### src/rtl/mem_stage_pkg.sv
`default_nettype none
// ============================================================================
// Module      : mem_stage_pkg
// Description : Shared types and constants for the memory stage: FSM state
//               encoding, funct3 size/sign codes and small helpers for
//               alignment checking and byte-enable generation.
// Revision    : 1.0 - initial release
// ============================================================================
package mem_stage_pkg;

  // Memory-stage sequencer states, explicit 2-bit encoding.
  typedef enum logic [1:0] {
    IDLE = 2'd0,
    REQ  = 2'd1,
    WAIT = 2'd2
  } mem_state_e;

  // funct3 access codes (bit 2 selects zero-extension for loads).
  localparam logic [2:0] c_f3_b  = 3'b000;
  localparam logic [2:0] c_f3_h  = 3'b001;
  localparam logic [2:0] c_f3_w  = 3'b010;
  localparam logic [2:0] c_f3_d  = 3'b011;
  localparam logic [2:0] c_f3_bu = 3'b100;
  localparam logic [2:0] c_f3_hu = 3'b101;
  localparam logic [2:0] c_f3_wu = 3'b110;

  // Access size, taken from funct3[1:0].
  localparam logic [1:0] c_sz_b = 2'd0;
  localparam logic [1:0] c_sz_h = 2'd1;
  localparam logic [1:0] c_sz_w = 2'd2;
  localparam logic [1:0] c_sz_d = 2'd3;

  // True when the byte offset is not a multiple of the access size.
  function automatic logic misaligned(input logic [1:0] size, input logic [2:0] off);
    logic res;
    res = 1'b0;
    case (size)
      c_sz_b:  res = 1'b0;
      c_sz_h:  res = off[0];
      c_sz_w:  res = |off[1:0];
      c_sz_d:  res = |off;
      default: res = 1'b0;
    endcase
    return res;
  endfunction

  // Byte lanes touched by an aligned access of the given size.
  function automatic logic [7:0] byte_enable(input logic [1:0] size, input logic [2:0] off);
    logic [7:0] be;
    be = 8'h00;
    case (size)
      c_sz_b:  be = 8'h01 << off;
      c_sz_h:  be = 8'h03 << off;
      c_sz_w:  be = 8'h0F << off;
      c_sz_d:  be = 8'hFF;
      default: be = 8'h00;
    endcase
    return be;
  endfunction

endpackage
`default_nettype wire

### src/rtl/mem_stage_load.sv
`default_nettype none
// ============================================================================
// Module      : load_align
// Description : Combinational load-data alignment. Shifts the addressed lane
//               down to bit 0 and sign- or zero-extends it according to
//               funct3.
// Ports       : rdata_i  [63:0] raw 64-bit word from data memory
//               offset_i [2:0]  byte offset of the access within the word
//               funct3_i [2:0]  load size/sign code
//               data_o   [63:0] aligned, extended load result
// Revision    : 1.0 - initial release
// ============================================================================
module load_align
  import mem_stage_pkg::*;
(
  input  logic [63:0] rdata_i,
  input  logic [2:0]  offset_i,
  input  logic [2:0]  funct3_i,
  output logic [63:0] data_o
);

  logic [63:0] w_shifted;

  always_comb begin
    w_shifted = rdata_i >> {offset_i, 3'b000};
    data_o    = w_shifted;
    case (funct3_i)
      c_f3_b:  data_o = {{56{w_shifted[7]}},  w_shifted[7:0]};
      c_f3_h:  data_o = {{48{w_shifted[15]}}, w_shifted[15:0]};
      c_f3_w:  data_o = {{32{w_shifted[31]}}, w_shifted[31:0]};
      c_f3_d:  data_o = w_shifted;
      c_f3_bu: data_o = {56'd0, w_shifted[7:0]};
      c_f3_hu: data_o = {48'd0, w_shifted[15:0]};
      c_f3_wu: data_o = {32'd0, w_shifted[31:0]};
      default: data_o = w_shifted;
    endcase
  end

endmodule
`default_nettype wire

### src/rtl/mem_stage.sv
`default_nettype none
// ============================================================================
// Module      : mem_stage
// Description : Pipeline memory stage. Passes non-memory results straight to
//               writeback, issues one data-memory request per load/store with
//               a req/gnt handshake followed (for loads) by an rvalid
//               response, and reports misaligned/illegal accesses as faults.
// Ports       : clk, rst_n                 clock, async active-low reset
//               valid_i, alu_result_i,
//               rs2_data_i, rd_addr_i,
//               reg_write_i, mem_read_i,
//               mem_write_i, funct3_i      incoming instruction
//               dmem_req_o/we_o/addr_o/
//               wdata_o/be_o               data-memory request
//               dmem_gnt_i, dmem_rvalid_i,
//               dmem_rdata_i               data-memory grant / response
//               stall_o                    stage busy, input not accepted
//               wb_valid_o, wb_data_o,
//               wb_rd_addr_o,
//               wb_reg_write_o             registered writeback
//               fault_o                    access fault, aligned with wb_valid_o
// Revision    : 1.0 - initial release
// ============================================================================
module mem_stage
  import mem_stage_pkg::*;
(
  input  logic        clk,
  input  logic        rst_n,
  input  logic        valid_i,
  input  logic [63:0] alu_result_i,
  input  logic [63:0] rs2_data_i,
  input  logic [4:0]  rd_addr_i,
  input  logic        reg_write_i,
  input  logic        mem_read_i,
  input  logic        mem_write_i,
  input  logic [2:0]  funct3_i,
  output logic        dmem_req_o,
  output logic        dmem_we_o,
  output logic [63:0] dmem_addr_o,
  output logic [63:0] dmem_wdata_o,
  output logic [7:0]  dmem_be_o,
  input  logic        dmem_gnt_i,
  input  logic        dmem_rvalid_i,
  input  logic [63:0] dmem_rdata_i,
  output logic        stall_o,
  output logic        wb_valid_o,
  output logic [63:0] wb_data_o,
  output logic [4:0]  wb_rd_addr_o,
  output logic        wb_reg_write_o,
  output logic        fault_o
);

  mem_state_e  r_state;

  // Captured request; write data and byte enables are pre-shifted at capture
  // so the request outputs come straight from registers.
  logic [63:0] r_addr;
  logic [63:0] r_wdata;
  logic [7:0]  r_be;
  logic [2:0]  r_funct3;
  logic [4:0]  r_rd;
  logic        r_reg_write;
  logic        r_store;

  logic        r_wb_valid;
  logic [63:0] r_wb_data;
  logic [4:0]  r_wb_rd;
  logic        r_wb_reg_write;
  logic        r_fault;

  logic        w_is_mem;
  logic        w_illegal;
  logic        w_misaligned;
  logic        w_in_req;
  logic [63:0] w_load_data;

  assign w_is_mem     = mem_read_i | mem_write_i;
  assign w_illegal    = (mem_read_i & mem_write_i)
                      | (mem_read_i & (funct3_i == 3'b111))
                      | (mem_write_i & funct3_i[2]);
  assign w_misaligned = misaligned(funct3_i[1:0], alu_result_i[2:0]);

  load_align u_load_align (
    .rdata_i  (dmem_rdata_i),
    .offset_i (r_addr[2:0]),
    .funct3_i (r_funct3),
    .data_o   (w_load_data)
  );

  always_ff @(posedge clk or negedge rst_n) begin
    if (!rst_n) begin
      r_state        <= IDLE;
      r_addr         <= 64'd0;
      r_wdata        <= 64'd0;
      r_be           <= 8'd0;
      r_funct3       <= 3'd0;
      r_rd           <= 5'd0;
      r_reg_write    <= 1'b0;
      r_store        <= 1'b0;
      r_wb_valid     <= 1'b0;
      r_wb_data      <= 64'd0;
      r_wb_rd        <= 5'd0;
      r_wb_reg_write <= 1'b0;
      r_fault        <= 1'b0;
    end else begin
      // Writeback strobe and fault are single-cycle pulses.
      r_wb_valid <= 1'b0;
      r_fault    <= 1'b0;
      case (r_state)
        IDLE: begin
          if (valid_i) begin
            if (!w_is_mem) begin
              r_wb_valid     <= 1'b1;
              r_wb_data      <= alu_result_i;
              r_wb_rd        <= rd_addr_i;
              r_wb_reg_write <= reg_write_i & (rd_addr_i != 5'd0);
            end else if (w_illegal | w_misaligned) begin
              // Faulting address is reported on the data bus; no request.
              r_wb_valid     <= 1'b1;
              r_fault        <= 1'b1;
              r_wb_data      <= alu_result_i;
              r_wb_rd        <= rd_addr_i;
              r_wb_reg_write <= 1'b0;
            end else begin
              r_addr      <= alu_result_i;
              r_wdata     <= rs2_data_i << {alu_result_i[2:0], 3'b000};
              r_be        <= byte_enable(funct3_i[1:0], alu_result_i[2:0]);
              r_funct3    <= funct3_i;
              r_rd        <= rd_addr_i;
              r_reg_write <= reg_write_i;
              r_store     <= mem_write_i;
              r_state     <= REQ;
            end
          end
        end
        REQ: begin
          // Any rvalid seen here is not ours; only the grant matters.
          if (dmem_gnt_i) begin
            if (r_store) begin
              r_wb_valid     <= 1'b1;
              r_wb_rd        <= r_rd;
              r_wb_reg_write <= 1'b0;
              r_state        <= IDLE;
            end else begin
              r_state <= WAIT;
            end
          end
        end
        WAIT: begin
          if (dmem_rvalid_i) begin
            r_wb_valid     <= 1'b1;
            r_wb_data      <= w_load_data;
            r_wb_rd        <= r_rd;
            r_wb_reg_write <= r_reg_write & (r_rd != 5'd0);
            r_state        <= IDLE;
          end
        end
        default: r_state <= IDLE;
      endcase
    end
  end

  // Request fields are qualified by the REQ state so they read zero whenever
  // no request is outstanding, including immediately on reset.
  assign w_in_req     = (r_state == REQ);
  assign dmem_req_o   = w_in_req;
  assign dmem_we_o    = w_in_req & r_store;
  assign dmem_addr_o  = w_in_req ? r_addr : 64'd0;
  assign dmem_wdata_o = (w_in_req & r_store) ? r_wdata : 64'd0;
  assign dmem_be_o    = w_in_req ? r_be : 8'd0;

  assign stall_o        = (r_state != IDLE);
  assign wb_valid_o     = r_wb_valid;
  assign wb_data_o      = r_wb_data;
  assign wb_rd_addr_o   = r_wb_rd;
  assign wb_reg_write_o = r_wb_reg_write;
  assign fault_o        = r_fault;

endmodule
`default_nettype wire
### config.mk
export PLATFORM = sky130hd
export DESIGN_NAME = mem_stage
export DESIGN_NICKNAME = d
export VERILOG_FILES = /design/src/rtl/mem_stage_pkg.sv /design/src/rtl/mem_stage_load.sv /design/src/rtl/mem_stage.sv
export SDC_FILE = /design/constraint.sdc
export NUM_CORES = 1
export LEC_CHECK = 0
export ABC_AREA = 1
export CORE_ASPECT_RATIO = 1.5
export CORE_MARGIN = 10
export CORE_UTILIZATION = 30
export DETAILED_ROUTE_END_ITERATION = 7
export MAX_ROUTING_LAYER = met4
export SLEW_MARGIN = 20
export SYNTH_ARGS = -nofsm -noshare
export SYNTH_HDL_FRONTEND = slang
export SYNTH_SLANG_ARGS = --single-unit
### constraint.sdc
create_clock -name clk -period 5.5 [get_ports clk]
set_input_delay 0.55 -clock clk [delete_from_list [all_inputs] [get_ports clk]]
set_output_delay 0.55 -clock clk [all_outputs]
set_load 0.02 [all_outputs]
Word-level counts from Yosys, hierarchy flattened. Cells that the tools add are included.

Logic and storage cells: 103. Register bits after elaboration: 220. Output and inout bits: 211. Input bits: 208.

Equal/unequal tests: 18. Bitwise logic cells: 11. Mux-type cells: 42. Shift-type cells: 5. Reductions and logical operators: 14.

Operators with widths (number): $mux W64 (6); $pmux W64 S6 (1); $pmux W64 S2 (1); $shl A64 B6 Y64 (1); $shr A64 B6 Y64 (1); $pmux W8 S4 (1); $mux W5 (6); $mux W1 (15); $pmux W5 S3 (1); $eq A3 B3 Y1 const B (4); $mux W2 (6); $ne A2 B2 Y1 const B (6); $reduce_bool A5 Y1 (2); $mux W8 (1); $reduce_and A4 Y1 (2); $shl A1 B3 Y8 const A (1); $shl A2 B3 Y8 const A (1); $shl A4 B3 Y8 const A (1); $and A1 B1 Y1 (6); $eq A2 B2 Y1 const B (3); $pmux W1 S3 (2); $pmux W2 S3 (1); $reduce_and A6 Y1 (1); $reduce_and A5 Y1 (1); other kinds (13) (19).

Depth between registers and ports, before layout. Gate-level depths: netlist of the first run.

Word-level depth: 9. Gate-level depth with buffers: 15. Gate-level depth less buffers: 13.

Cells and area by module. From an unflattened synthesis of the first run, not the netlist that was laid out.

Cells, all modules: 2256. Area, all modules: 14689.1 um2.

By module, submodules not included: mem_stage (instances 1, sequential area each 5505.3 um2, cells an instance 1764, area an instance 12234.2 um2); load_align (instances 1, sequential area each 0.0 um2, cells an instance 492, area an instance 2454.9 um2).

Least setup slack after synthesis of the first run. Ideal clock, no wire load.

Kind: flip-flop to output port. From: register r_state[1]. To: output port dmem_wdata_o[10]. Cell stages (with the launch flop): 8. Path buffers: 3. Path slack: 3.125 ns. Arrival time: 1.825 ns. Cells stage by stage: dfrtp_1 > inv_1 > ha_1 > clkbuf_1 > nand2_1 > clkbuf_1 > buf_1 > nor2_1.

Longest elaborated chain between the ends: 3.

Ends and longest elaborated chain: from (decl) (RTL line mem_stage.sv:53) `mem_state_e r_state;`; from (signal assigned) (RTL line mem_stage.sv:92) `r_state <= IDLE;`; from (signal assigned) (RTL line mem_stage.sv:132) `r_state <= REQ;`; from (signal assigned) (RTL line mem_stage.sv:143) `r_state <= IDLE;`; $eq A2 B1 Y1 (RTL line mem_stage.sv:165) `assign w_in_req = (r_state == REQ);`; net dmem_req_o (RTL line mem_stage.sv:37) `output logic dmem_req_o,`; $and A1 B1 Y1 (RTL line mem_stage.sv:169) `assign dmem_wdata_o = (w_in_req & r_store) ? r_wdata : 64'd0;`; $mux W64 (RTL line mem_stage.sv:169); to (decl) (RTL line mem_stage.sv:40) `output logic [63:0] dmem_wdata_o,`.

The timed path passes the listed nets, and every way through them passes these cells.

Worst setup path after layout of the first run.
From: register r_addr[2]. To: register r_wb_data[38], in the netlist wb_data_o[38].

Longest elaborated chain between the ends: 4.

Ends and longest elaborated chain: from (decl) (RTL line mem_stage.sv:57) `logic [63:0] r_addr;`; from (signal assigned) (RTL line mem_stage.sv:125) `r_addr <= alu_result_i;`; $shr A64 B6 Y64 (RTL line mem_stage_load.sv:25) `w_shifted = rdata_i >> {offset_i, 3'b000};`; $pmux W64 S6 (RTL line mem_stage_load.sv:27) `case (funct3_i)`; $mux W64 (RTL line mem_stage.sv:150) `if (dmem_rvalid_i) begin`; $pmux W64 S2 (RTL line mem_stage.sv:109) `case (r_state)`; to (signal assigned) (RTL line mem_stage.sv:114) `r_wb_data <= alu_result_i;`; to (signal assigned) (RTL line mem_stage.sv:121) `r_wb_data <= alu_result_i;`; to (signal assigned) (RTL line mem_stage.sv:152) `r_wb_data <= w_load_data;`; to (decl) (RTL line mem_stage.sv:66) `logic [63:0] r_wb_data;`.

No other way between the ends. The select of a mux whose other input is x is not followed. A chain may end at the register's enable or synchronous reset.

==> impl_results.md, run 1 <==
* Die H at 286 um
* GR Util All Layers at 0.238
* Mean instance size in the synthesized netlist at 6.29 um^2
* Post-CTS Setup Inserts at 0
* Max-slew headroom at the worst pin at 0.205
* Max Clock Skew at 0.0193 ns
* Critical Setup Path Class: reg2reg
* Share of power burned in the clock network at 0.169
* Non-Filler Instances at 3186
* Leak pwr at 0.00970 uW
* Comb pwr share at 0.561
* Sum of negative setup slack at 0 ns
* Core Area at 46700 um^2
* Warnings from Yosys at 0
* Sinks on the clock net at 220
* Gate family responsible for the most delay along the worst path: buffers and inverters
* Fmax achieved at 279 MHz
* Number of detailed-routing iterations run before antenna repair at 6
* Reg power frac at 0.271
* Part of the cycle the worst path needs at 0.652
* Slew at the pin closest to its max-slew limit at 1.19 ns
* Mapped Nets at 2468
* Cell count after placement at 3133
* Register bit count reported by yosys at 220
* Layout cells sized above 1 at 0.0325
* CP cell instances: inv_1, nand3_1, inv_1, nand3_1, nand2_1, inv_1, nand4_1, nand2_1, nand2_1
* Maximum buffer depth of the clock tree at 3
* Cell Int Power at 5470 uW
* Min Hold Slack at 0.0214 ns
* Critical path fanouts, max at 30
* Share of synthesized area occupied by flip-flops and latches at 0.389
* Post-route antenna net violation count at 0
* DRC Markers at 0
* Critical path data required time at 5.97 ns
* Number of max-slew violations in the final report at 0
* Final critical path time including I/O delays and setup at 3.59 ns
* Number of violations of the max-capacitance limit at 0
* Final number of hold-violating endpoints at 0
* Area Growth Syn to Fin at 37.6%
* Sw Ratio at 0.474
* Die W at 197 um
* PostCTS Resize Cnt at 0
* Final routed wire length divided by cell count at 21.1 um
* CTS root buffer: sky130_fd_sc_hd__clkbuf_16
* Area after detailed placement at 18600 um^2
* Post-synthesis cell type count at 35
* Global-route wire length before repair at 100000 um
* Antenna violations before repair at 5
* Total I/O pin count at 419
* Hpwl dp at 51700 um
* Via count of the first global-routing pass at 16300
* Post-layout nets at 2783
* Number of buffers inserted for hold repair after clock tree synthesis at 0
* Clock-pin slew of the registers on the worst-case setup and hold paths at 0.06 ns
* Largest net degree at the start of global routing at 124
* Fill cell count at 4959
* Pwr Density at 533 nW/um^2
* Total number of vias at 15700
* Total standard cell area after synthesis at 14200 um^2
* Result of the run: finished, final reports clean
* Starting utilization of the core area at 0.303
* Final Instance Area at 19500 um^2
* Detailed Route Iter0 Violations at 967
* Type of destination of the critical path: flop
* WP data arrival at 4.05 ns
* Congestion Overflow GR at 0
* Unrepaired setup endpoints after global routing: false
* Routability congestion estimate from global placement at 0.997
* Worst Path Buf+Inv at 3
* Number of buffers created by CTS at 25
* Clock tree from TritonCTS: yes
* IO Port Bufs at 418
* Number of failing setup endpoints in the final timing report at 0
* Util after Layout at 0.417
* H-Tree Level Count at 1
* Worst IR drop on VDD at 0.220 mV
* Clock Latency Late Sink at 0.54 ns
* Die area at 56500 um^2
* Stage delay of the slowest cell on the critical path at 0.85 ns
* CP Launch Type: flop
* Number of cells produced by synthesis at 2251
* Final wirelength at 67400 um
* Row cnt at 97
* Avg Vias per Cell at 4.93
* Cell type of the slowest stage on the worst timing path: sky130_fd_sc_hd__inv_1
* Net load switching power at 4920 uW
* Class of the tightest hold or removal check: in2async
## area by class of cell
cell class | count | area (um^2) | share of cell area
sequential | 220 | 5510 | 0.283
multi-input combinational | 1647 | 7140 | 0.366
tap | 594 | 743 | 0.0381
inverter | 233 | 877 | 0.0450
clock buffer | 36 | 747 | 0.0383
timing repair buffer | 439 | 4350 | 0.223
antenna | 10 | 25.0 | 0.00128
clock inverter | 7 | 98.8 | 0.00507
## logic make-up (layout without fill, tap and decap cells)
family                     Yosys count  in the layout  share of synthesized area
buffers and inverters              384            715                      0.110
muxes                                4              4                    0.00283
adders and majority gates            9              9                    0.00795
DFF                                220            220                      0.389
other                                0             10                          0
AOI/OAI and AO/OA                  297            297                      0.111
and+or+nand+nor                   1337           1337                      0.379
## power by group through the flow
stage	logic, uW	registers (uW)	clock network [uW]
final	5820	2810	1750
after floorplan	3230	3030	0
after detailed placement	5850	2830	0
after global routing	6430	2910	1850
after global placement	5800	2810	0
after CTS	5870	2810	1800
## per-stage QoR
step | setup slack [ns] | power (uW)
floorplan | 3.12 | 6270
global placement | 1.74 | 8610
detailed placement | 1.65 | 8680
CTS | 2.03 | 10500
global route | 1.68 | 11200
finish | 1.91 | 10400
## worst reg2reg max path, cell delays in order (launching register included)
cell	delay [ns]
sky130_fd_sc_hd__dfrtp_1	0.38
sky130_fd_sc_hd__inv_1	0.85
sky130_fd_sc_hd__nand3_1	0.79
sky130_fd_sc_hd__inv_1	0.73
sky130_fd_sc_hd__nand3_1	0.37
sky130_fd_sc_hd__nand2_1	0.13
sky130_fd_sc_hd__inv_1	0.05
sky130_fd_sc_hd__nand4_1	0.09
sky130_fd_sc_hd__nand2_1	0.07
sky130_fd_sc_hd__nand2_1	0.06
## cells in the mapped netlist (all sizes together)
| library cell | number | area (um^2) |
|---|---|---|
| o211ai | 13 | 97.6 |
| a221oi | 1 | 8.76 |
| mux2i | 4 | 40.0 |
| o21ai | 200 | 1000 |
| o21bai | 2 | 15.0 |
| nor4 | 1 | 6.26 |
| nand2 | 908 | 3420 |
| o31ai | 1 | 7.51 |
| dfrtp | 220 | 5510 |
| clkbuf | 73 | 275 |
| or2 | 5 | 31.3 |
| o221ai | 8 | 70.1 |
| inv | 232 | 873 |
| nor3 | 4 | 20.0 |
| buf | 78 | 410 |
| nand3 | 128 | 641 |
| and3 | 1 | 6.26 |
| ha | 9 | 113 |
| o21a | 2 | 15.0 |
| nand4 | 57 | 357 |
| o22ai | 1 | 6.26 |
| clkinv | 1 | 3.75 |
| nor2 | 233 | 893 |
| a21oi | 69 | 345 |
## routing by layer
metal | vias up | wire, um | global-route usage
met1 | 7376 | 24700 | 0.246
met5 | - | 0 | -
met3 | 120 | 4170 | 0.0391
li1 | 7659 | - | -
met4 | 0 | 3100 | 0.108
met2 | 544 | 35400 | 0.433
## registers in the layout, indices dropped and copies added, names as in the netlist, 2 cells and up
register      cells
r_addr           64
r_be              8
r_funct3          3
r_rd              5
r_state           2
r_wdata          64
wb_data_o        64
wb_rd_addr_o      5
## worst paths after layout
path                            start       endpoint  slack [ns]  cells after the start
max reg2reg                 r_addr[2]  wb_data_o[38]        1.91                      9
max                         r_addr[2]  wb_data_o[38]        1.91                      9
min in group clk           r_addr[18]     r_addr[18]        0.48                      2
min reg2reg                r_addr[18]     r_addr[18]        0.48                      2
min                             rst_n     r_wdata[5]        0.02                      1
max in group asynchronous       rst_n  wb_data_o[53]        4.24                      2
## placed cells by master, fill, tap and decap left out, types with 5 or more instances in the layout
cell,instances
sky130_fd_sc_hd__clkdlybuf4s50_1,416
sky130_fd_sc_hd__clkbuf_8,8
sky130_fd_sc_hd__a21oi_1,69
sky130_fd_sc_hd__diode_2,10
sky130_fd_sc_hd__ha_1,7
sky130_fd_sc_hd__o221ai_1,8
sky130_fd_sc_hd__nand4_1,57
sky130_fd_sc_hd__clkbuf_16,25
sky130_fd_sc_hd__buf_4,20
sky130_fd_sc_hd__inv_1,225
sky130_fd_sc_hd__o21ai_0,190
sky130_fd_sc_hd__o211ai_1,13
sky130_fd_sc_hd__dfrtp_1,219
sky130_fd_sc_hd__nand2_1,904
sky130_fd_sc_hd__nand3_1,126
sky130_fd_sc_hd__o21ai_1,10
sky130_fd_sc_hd__or2_2,5
sky130_fd_sc_hd__nor2_1,231
(Power assumes the default switching activity.)
==> run 2, diff against run 1 <==
- clock period: 5.5 -> 3.5 ns (I/O delays scaled with it)
==> run 2 against run 1 <==
Power is 57% higher. Combinational power is 61% higher. Non-clock buffer count is 32 higher. Final cell count increased by 0.88%. Largest power group unchanged.
==> impl_results.md, run 2 (same netlist as run 1, synthesis figures left out) <==
* Sum of negative setup slack at 0 ns
* Number of detailed-routing iterations run before antenna repair at 7
* Die area at 56500 um^2
* Area Growth Syn to Fin at 40.4%
* Routability congestion estimate from global placement at 1.04
* Final number of hold-violating endpoints at 0
* GR Util All Layers at 0.243
* Clock-pin slew of the registers on the worst-case setup and hold paths at 0.06 ns
* Result of the run: finished, final reports clean
* Clock tree from TritonCTS: yes
* Post-route antenna net violation count at 0
* Min Hold Slack at 0.380 ns
* Layout cells sized above 1 at 0.0494
* Part of the cycle the worst path needs at 0.869
* Critical path data required time at 3.15 ns
* Maximum buffer depth of the clock tree at 3
* Max Clock Skew at 0.0228 ns
* Final critical path time including I/O delays and setup at 3.04 ns
* H-Tree Level Count at 1
* Congestion Overflow GR at 0
* Avg Vias per Cell at 4.98
* Critical path fanouts, max at 23
* WP data arrival at 2.69 ns
* IO Port Bufs at 418
* Die H at 286 um
* Antenna violations before repair at 7
* Number of violations of the max-capacitance limit at 0
* Die W at 197 um
* Start point of the worst min-delay path: alu_result_i[10]
* Pwr Density at 822 nW/um^2
* Launching point of the worst reg2reg path: r_addr[0]
* Unrepaired setup endpoints after global routing: false
* CP cell instances: inv_1, ha_4, nand2_2, buf_4, nor2_1, clkdlybuf4s50_1
* Sinks on the clock net at 220
* Fill cell count at 4920
* Via count of the first global-routing pass at 16200
* CP Launch Type: flop
* Critical Path Start: r_state[1]
* CTS root buffer: sky130_fd_sc_hd__clkbuf_16
* Worst IR drop on VDD at 0.352 mV
* Type of destination of the critical path: output pin
* Largest net degree at the start of global routing at 144
* Stage delay of the slowest cell on the critical path at 0.67 ns
* Clock Latency Late Sink at 0.54 ns
* Slew at the pin closest to its max-slew limit at 0.962 ns
* Leak pwr at 0.00994 uW
* Final routed wire length divided by cell count at 21.6 um
* Overall power at 16300 uW
* Total I/O pin count at 419
* Global-route wire length before repair at 102000 um
* Number of buffers created by CTS at 24
* Core Area at 46700 um^2
* Detailed Route Iter0 Violations at 944
* Total number of vias at 16000
* Post-placement setup slack at 0.375 ns
* Cell type of the slowest stage on the worst timing path: sky130_fd_sc_hd__clkdlybuf4s50_1
* DRC Markers at 0
* Critical Setup Path Class: reg2out
* Commonest non-fill, non-tap cell in the layout: sky130_fd_sc_hd__nand2_1
* Non-Filler Instances at 3214
* Cell count after placement at 3164
* Row cnt at 97
* Number of max-slew violations in the final report at 0
* Area taken by multi-input logic gates at 7130 um^2
* Post-layout nets at 2814
* Number of failing setup endpoints in the final timing report at 0
* Fmax achieved at 329 MHz
* Final wirelength at 69300 um
* Max-slew headroom at the worst pin at 0.352
* Hpwl dp at 53400 um
* Area taken by flip-flops and latches at 5510 um^2
* Starting utilization of the core area at 0.303
* Final critical-path setup slack at 0.458 ns
* Commonest cells after routing, fill and taps aside: sky130_fd_sc_hd__nand2_1, sky130_fd_sc_hd__clkdlybuf4s50_1, sky130_fd_sc_hd__nor2_1, sky130_fd_sc_hd__inv_1, sky130_fd_sc_hd__dfrtp_1
* Class of the tightest hold or removal check: in2reg
run 2: cell types whose count changed in the layout (fill, tap and decap cells not counted), moves of 2 or more:
| cell | delta |
|---|---|
| sky130_fd_sc_hd__clkdlybuf4s50_1 | -23 |
| sky130_fd_sc_hd__nand3_2 | -2 |
| sky130_fd_sc_hd__buf_12 | +25 |
| sky130_fd_sc_hd__clkbuf_1 | +5 |
| sky130_fd_sc_hd__clkbuf_8 | -2 |
| sky130_fd_sc_hd__bufinv_16 | -2 |
| sky130_fd_sc_hd__diode_2 | -2 |
| sky130_fd_sc_hd__nand3_1 | +2 |
| sky130_fd_sc_hd__buf_4 | +29 |
run 2: final timing paths:
| path | end | slack, ns | depth (start not counted) |
|---|---|---|---|
| setup / recovery | dmem_wdata_o[49] | 0.46 | 6 |
| hold / removal | r_addr[10] | 0.38 | 3 |
| setup reg to reg | wb_data_o[4] | 0.83 | 8 |
| hold reg to reg | wb_data_o[16] | 0.48 | 2 |
| max in group asynchronous | r_wdata[46] | 2.09 | 3 |
| min in group asynchronous | r_wdata[5] | 0.42 | 2 |
run 2: per-stage QoR:
step                      instance area [um^2]  utilization
after CTS                                19900        0.425
after global placement                   19100        0.409
after floorplan                          14200            -
final                                    19900        0.425
after detailed placement                 19100        0.409
after global routing                     19900        0.425
run 2: report_power, final:
group / internal, uW / switching, uW / total [uW]
combinational: 3380 / 5980 / 9350
clock: 1430 / 1090 / 2530
sequential: 3760 / 699 / 4460
total: 8570 / 7770 / 16300
run 2: critical path, delay by kind of cell (launching register included):
family        cells  cell delay, ns
simple gates      2            0.41
buf+inv           3            1.14
flops             1            0.43
fa+ha+maj         1            0.15
run 2: cell type report:
cell class	count	area share
flip-flops and latches	220	0.277
well taps	594	0.0374
multi-input cells	1647	0.358
clock inverters	2	0.000881
diodes	8	0.00101
inverters	233	0.0441
clock buffers	39	0.0371
repair buffers	471	0.244
run 2: timing repair:
| item | 4_1_cts | 5_1_grt |
|---|---|---|
| hold endpoints to repair | 88 | 0 |
| buffers inserted | 0 | 0 |
| hold buffers | 1 | 0 |
| resized for setup | 0 | 0 |
run 2: layer usage:
metal | share of wire | global-route usage | vias up
met5 | 0 | - | -
met4 | 0.052 | 0.123 | 0
met3 | 0.066 | 0.0449 | 133
met2 | 0.52 | 0.432 | 630
met1 | 0.37 | 0.251 | 7530
li1 | - | - | 7725
